[src/rtl/demux38_reg.sv]
// Registered 1:3 demux: words steered by Sinal into three single-entry buffers, visible the cycle after acceptance.
// Pronto drops only when the addressed buffer is full and not draining; invalid codes are always accepted and counted.
module demux38_reg #(
  parameter int LARGURA    = 8,
  parameter int LARG_ERROS = 8
) (
  input  logic                  Clock,
  input  logic                  Reset,
  input  logic [LARGURA-1:0]    Dado,
  input  logic [1:0]            Sinal,
  input  logic                  Valido,
  output logic                  Pronto,
  output logic [LARGURA-1:0]    Saida0,
  output logic [LARGURA-1:0]    Saida1,
  output logic [LARGURA-1:0]    Saida2,
  output logic                  Valido0,
  output logic                  Valido1,
  output logic                  Valido2,
  input  logic                  Pronto0,
  input  logic                  Pronto1,
  input  logic                  Pronto2,
  output logic [LARG_ERROS-1:0] Erros
);

  logic [LARGURA-1:0]    saida_q [3];
  logic [LARGURA-1:0]    saida_d [3];
  logic [2:0]            valido_q, valido_d;
  logic [LARG_ERROS-1:0] erros_q, erros_d;

  logic [2:0] cons_rdy;
  logic [2:0] sai;
  logic [2:0] carga;
  logic       aceita;
  logic       pronto_rdy;

  assign cons_rdy = {Pronto2, Pronto1, Pronto0};

  always_comb begin
    pronto_rdy = 1'b1;
    case (Sinal)
      2'b00:   pronto_rdy = ~valido_q[0] | cons_rdy[0];
      2'b01:   pronto_rdy = ~valido_q[1] | cons_rdy[1];
      2'b10:   pronto_rdy = ~valido_q[2] | cons_rdy[2];
      default: pronto_rdy = 1'b1;
    endcase
  end

  assign aceita = Valido & pronto_rdy;

  always_comb begin
    erros_d = erros_q;
    for (int k = 0; k < 3; k++) begin
      sai[k]     = valido_q[k] & cons_rdy[k];
      carga[k]   = aceita & (Sinal == 2'(k));
      // A load in the same cycle as a drain keeps the buffer full (no bubble).
      saida_d[k]  = carga[k] ? Dado : saida_q[k];
      valido_d[k] = carga[k] | (valido_q[k] & ~sai[k]);
    end
    if (aceita && (Sinal == 2'b11) && (erros_q != {LARG_ERROS{1'b1}}))
      erros_d = erros_q + 1'b1;
  end

  always_ff @(posedge Clock) begin
    if (Reset) begin
      for (int k = 0; k < 3; k++) saida_q[k] <= '0;
      valido_q <= '0;
      erros_q  <= '0;
    end else begin
      for (int k = 0; k < 3; k++) saida_q[k] <= saida_d[k];
      valido_q <= valido_d;
      erros_q  <= erros_d;
    end
  end

  assign Pronto  = pronto_rdy;
  assign Saida0  = saida_q[0];
  assign Saida1  = saida_q[1];
  assign Saida2  = saida_q[2];
  assign Valido0 = valido_q[0];
  assign Valido1 = valido_q[1];
  assign Valido2 = valido_q[2];
  assign Erros   = erros_q;

endmodule

[config.mk]
export PLATFORM = sky130hd
export DESIGN_NAME = demux38_reg
export DESIGN_NICKNAME = d
export VERILOG_FILES = /design/src/rtl/demux38_reg.sv
export SDC_FILE = /design/constraint.sdc
export NUM_CORES = 1
export LEC_CHECK = 0
export CAP_MARGIN = 25
export CORE_MARGIN = 2
export CORE_UTILIZATION = 44
export CTS_CLUSTER_DIAMETER = 80
export CTS_CLUSTER_SIZE = 20
export DETAILED_ROUTE_END_ITERATION = 12
export PLACE_DENSITY = 0.78
export RECOVER_POWER = 100
export SYNTH_ARGS = -nofsm -noshare
export SYNTH_HDL_FRONTEND = slang
export SYNTH_SLANG_ARGS = --single-unit
[constraint.sdc]
create_clock -name Clock -period 1.8 [get_ports Clock]
set_clock_uncertainty 0.05 [all_clocks]
set_input_delay 0.27 -clock Clock [delete_from_list [all_inputs] [get_ports Clock]]
set_output_delay 0.27 -clock Clock [all_outputs]
set_load 0.03 [all_outputs]
Word-level counts from Yosys, hierarchy flattened
Memories as Yosys holds them, arrays and structs flattened.
Cells that the tools add are included.
Cells by class
  $add $sub $neg: 1
  multiplexer cells: 10
  bitwise logic cells: 25
  reduce and logical (&&, ||, !) cells: 3
  eq/ne operators: 4
Operators by type and width (count)
  8-bit two-way mux: 6
  1-bit AND: 10
  1-bit OR: 9
  8-bit by 1-bit adder with 8-bit output (second input constant): 1
  8-bit != test (second input constant): 1
  1-bit NOT: 6
  2-bit equality test (second input constant): 2
  1-bit two-way mux: 3
  1-bit case mux with 3 select lines: 1
  2-bit by 1-bit equality test with 1-bit output (second input constant): 1
  1-bit logical AND: 2
  2-bit zero test: 1
Storage, ports and cells
  logic and storage cells: 46
  memories: 1
  bits in registers: 11
  RAM bits: 24
Memory list
  saida_q: depth 3, width 8, rd ports 3, clocked after Yosys merged registers in 0, wr ports 3, RTL line 25  | logic [LARGURA-1:0] saida_q [3];

Longest topological paths before layout
  depth in word-level cells: 7
  gate-level depth with buffers: 5

Worst setup path before layout
OpenSTA, ideal clock, no wires.
  path type: reg-to-output
  start: register valido_q[1]
  end: output port Pronto
  data arrival time: 1.567 ns
  path slack: -0.087 ns
  cell stages (with the launch flop): 5
  cell sequence: dfxtp_1 nand2b_1 clkbuf_1 mux2i_1 o21ai_0
On the way
  cells in the longest elaborated chain, start to end: 3
RTL lines
  start: declaration: RTL line 27  | logic [2:0] valido_q, valido_d;
  start signal: assignment: RTL line 70  | valido_q <= valido_d;
  1-bit NOT: RTL line 42  | 2'b01: pronto_rdy = ~valido_q[1] | cons_rdy[1];
  1-bit OR: RTL line 42
  1-bit case mux with 3 select lines: RTL line 40  | case (Sinal)
  end: declaration: RTL line 12  | output logic Pronto,
No other way between the ends.

Worst setup path after layout
  start: register erros_q[4], in the netlist Erros[4]
  end: output port Erros[4]
RTL lines
  start: declaration: RTL line 28  | logic [LARG_ERROS-1:0] erros_q, erros_d;
  start signal: assignment: RTL line 71  | erros_q <= erros_d;
  end: declaration: RTL line 22  | output logic [LARG_ERROS-1:0] Erros
No word-level cell between the ends.

==> run summary <==
Reg2reg start = Erros[0]
CP Launch Type = flop
Worst hold slack = 430.7 ps
EDFF count, synth = 0
Relative slew margins = 69.97%
Mux share of post-synthesis cell area = 3.527%
Vias = 1,581
Initial antenna violation count = 0
GRT overflow = 0
Synth warnings = 0
Post-synthesis simple-gate area fraction = 21.99%
#FFs+latches synth = 35
Final Max Slew Viols = 0
Antenna fix cells = 0
Final Util = 63.40%
Total GRT Usage = 21.52%
Largest net degree at the start of global routing = 19
First-pass GRT wire length = 6.734 mm
Crit path max-delay family = buffers and inverters
CTS Sinks = 35
# resized after CTS = 3
Multi-input combinational cell area = 739.5 sq um
Worst Max-Slew Pin Slew = 449.6 ps
Max_cap viols = 0
Worst EP arrival = 1420 ps
CP Cell Sequence = clkdlybuf4s50_1
HP Start = saida_q[0][20]
RePlAce Congestion = 0.8093
Maximum VDD drop = 0.0003903 V
Die ar. = 3953 sq um
Leading area contributor after synthesis = dfxtp_1
Max Freq = 0.5752 GHz
Cells on worst reg2reg path = 4
Sequential element share of the synthesized area = 45.94%
DRC = 0
Nets = 249
Synth cell types = 35
H-tree lvl count = 2
Core region area = 3337 sq um
Die width = 62.88 um
Ys flop type = dfxtp_1
Hold EP = saida_q[0][20]
Drt initial violations = 87
Post-synthesis xor/xnor area fraction = 0%
Top cell type's share of synthesized area = 45.94%
Clk_lat worst skew = 330 ps
CTS tree = yes
Total routed wirelength = 4.048 mm
Fin crit share = 96.59%
Sum of buffers and inverters on the critical path = 1
Setup-failing EPs final = 0
Post-Syn Nets = 192
Avg Inst Size Synth = 8.716 sq um
WHS Path Cells = 2
Post-CTS Hold Buffers = 0
Die height = 62.88 um
Area contributors post-synth = dfxtp_1 (46%), a21oi_1 (10%), nand3_1 (8.9%)
Layout area overhead = 38.72%
Clock root cell = clkbuf_4
R2R Setup Slk = 100 ps
Initial Util = 45.71%
Post-CTS Setup Bufs = 0
Status = finished, final reports clean
Fraction of layout cells with a size suffix above 1 = 9.052%
Post-Synthesis Cells = 175
Critical path endpoint category = output pin
RR Endpoint = Erros[3]
Post-route minimum period = 1739 ps
IO buf count = 51
Clock Path Buffers = 2
Required @ worst endpoint = 1480 ps
I/O pins = 52
Final hold viol count = 0
Crit Path Max Fanout = 5
Row count = 21
Pleak = 0.7782 nW
Combinational family with the most area after synthesis = compound AO/OA/AOI/OAI gates
Fillers = 309
Crit-path max cell delay = 690 ps
Antenna Nets Post-Route = 0
Hold Path Class = reg2reg
Number of global-route vias before repair = 1,557
Critical path type = reg2out
Synthesized cell area = 1525 sq um
Via-to-Cell Ratio = 5.687
PwrDens = 690.1 nW/um^2
Ys async rst share = 0%
CP max stage cell = clkdlybuf4s50_1
TritonCTS Buffers = 5
FF+latch area = 700.7 sq um
Initial DRT Pass Iterations = 4
Mean routed wirelength per cell = 14.56 um
Compound-Gate Fraction of Synth Area = 22.81%
DP Wirelength = 3.126 mm
Post-Synth Adder-Cell Area = 0.8203%
Clock transition at the registers of the reported paths = 100 ps
==> worst max-delay path by stage <==
stage / from / endpoint / slack, ps / cells past startpoint
finish: Erros[4] / Erros[4] / 60 / 1
global route: Erros[0] / Erros[3] / -20 / 4
CTS: Erros[0] / Erros[0] / 5 / 1
detailed placement: Sinal[0] / Erros[3] / -40 / 4
global placement: Sinal[0] / Pronto / 40 / 5
floorplan: valido_q[1] / Pronto / 130 / 4
==> registers in the layout (all words and copies together), names as in the netlist <==
signal    flops
saida_q      24
valido_q      3
Erros         8
==> cell usage in the layout (no fill, tap or decap), drive strengths merged <==
cell type      Yosys  routed
nand4              1       1
nand2              2       2
o311ai             1       1
nand3             27      27
clkdlybuf4s50      0      32
or3b               1       1
mux2i              2       2
a21boi             1       1
clkinv             0       1
clkbuf             7      15
nor3               1       1
ha                 1       1
a41oi              1       1
nand2b             3       3
o21ai             26      26
o41ai              1       1
nor3b              1       1
and4b              1       1
a311oi             2       2
a21oi             31      31
dlygate4sd3        0      11
dlygate4sd2        0       3
nor2b              7       7
and3b              2       2
nor2               3       3
inv                1       1
and4               4       4
dfxtp             35      35
mux2               3       3
buf                6       8
and3               1       1
nand3b             2       2
a211oi             1       1
==> per-layer routing <==
metal  vias to the layer above  GRT usage, %  part of all wire [%]
li1                        760             -                     -
met1                       728         24.38                    41
met5                         -             0                     0
met3                        17         5.045                   5.8
met4                         0         10.00                   3.1
met2                        76         37.90                    51
==> power by group <==
part | switching, mW | internal, mW
logic | 0.126 | 0.0958
registers | 0.0116 | 0.796
clock network | 0.250 | 0.181
==> cells in the mapped netlist, types with 2 or more instances <==
cell type	n
nand2_1	2
a311oi_1	2
mux2i_1	2
nand3b_1	2
buf_2	3
nor2b_1	7
mux2_2	3
and4_1	3
dfxtp_1	35
nand2b_1	3
clkbuf_1	7
o21ai_0	18
o21ai_1	7
a21oi_1	31
nand3_1	27
nor2_1	3
buf_6	2
==> area by class of cell <==
class | count | area share, %
tap | 46 | 2.720
clock inverter | 1 | 0.2365
multi-input combinational | 126 | 34.95
timing repair buffer | 63 | 26.37
inverter | 1 | 0.1774
clock buffer | 6 | 2.425
sequential | 35 | 33.12
==> cell families after synthesis <==
group,Yosys count
buffers and inverters,14
adders and majority gates,1
AOI/OAI and AO/OA,64
DFF,35
muxes,5
and+or+nand+nor,56
==> through the flow <==
stage                     worst slack [ps]  area [sq um]  setup TNS [ps]  cells  total power, mW
after CTS                            4.807          2162               0    278            1.484
after global routing                -19.01          2116          -19.01    278            1.532
after detailed placement            -39.68          2110          -74.33    271            1.058
after global placement               41.61          2110               0    271            1.050
after floorplan                      134.5          1525               0    175           0.9447
final                                61.39          2116               0    278            1.460
Power figures use the tool's default switching activity.
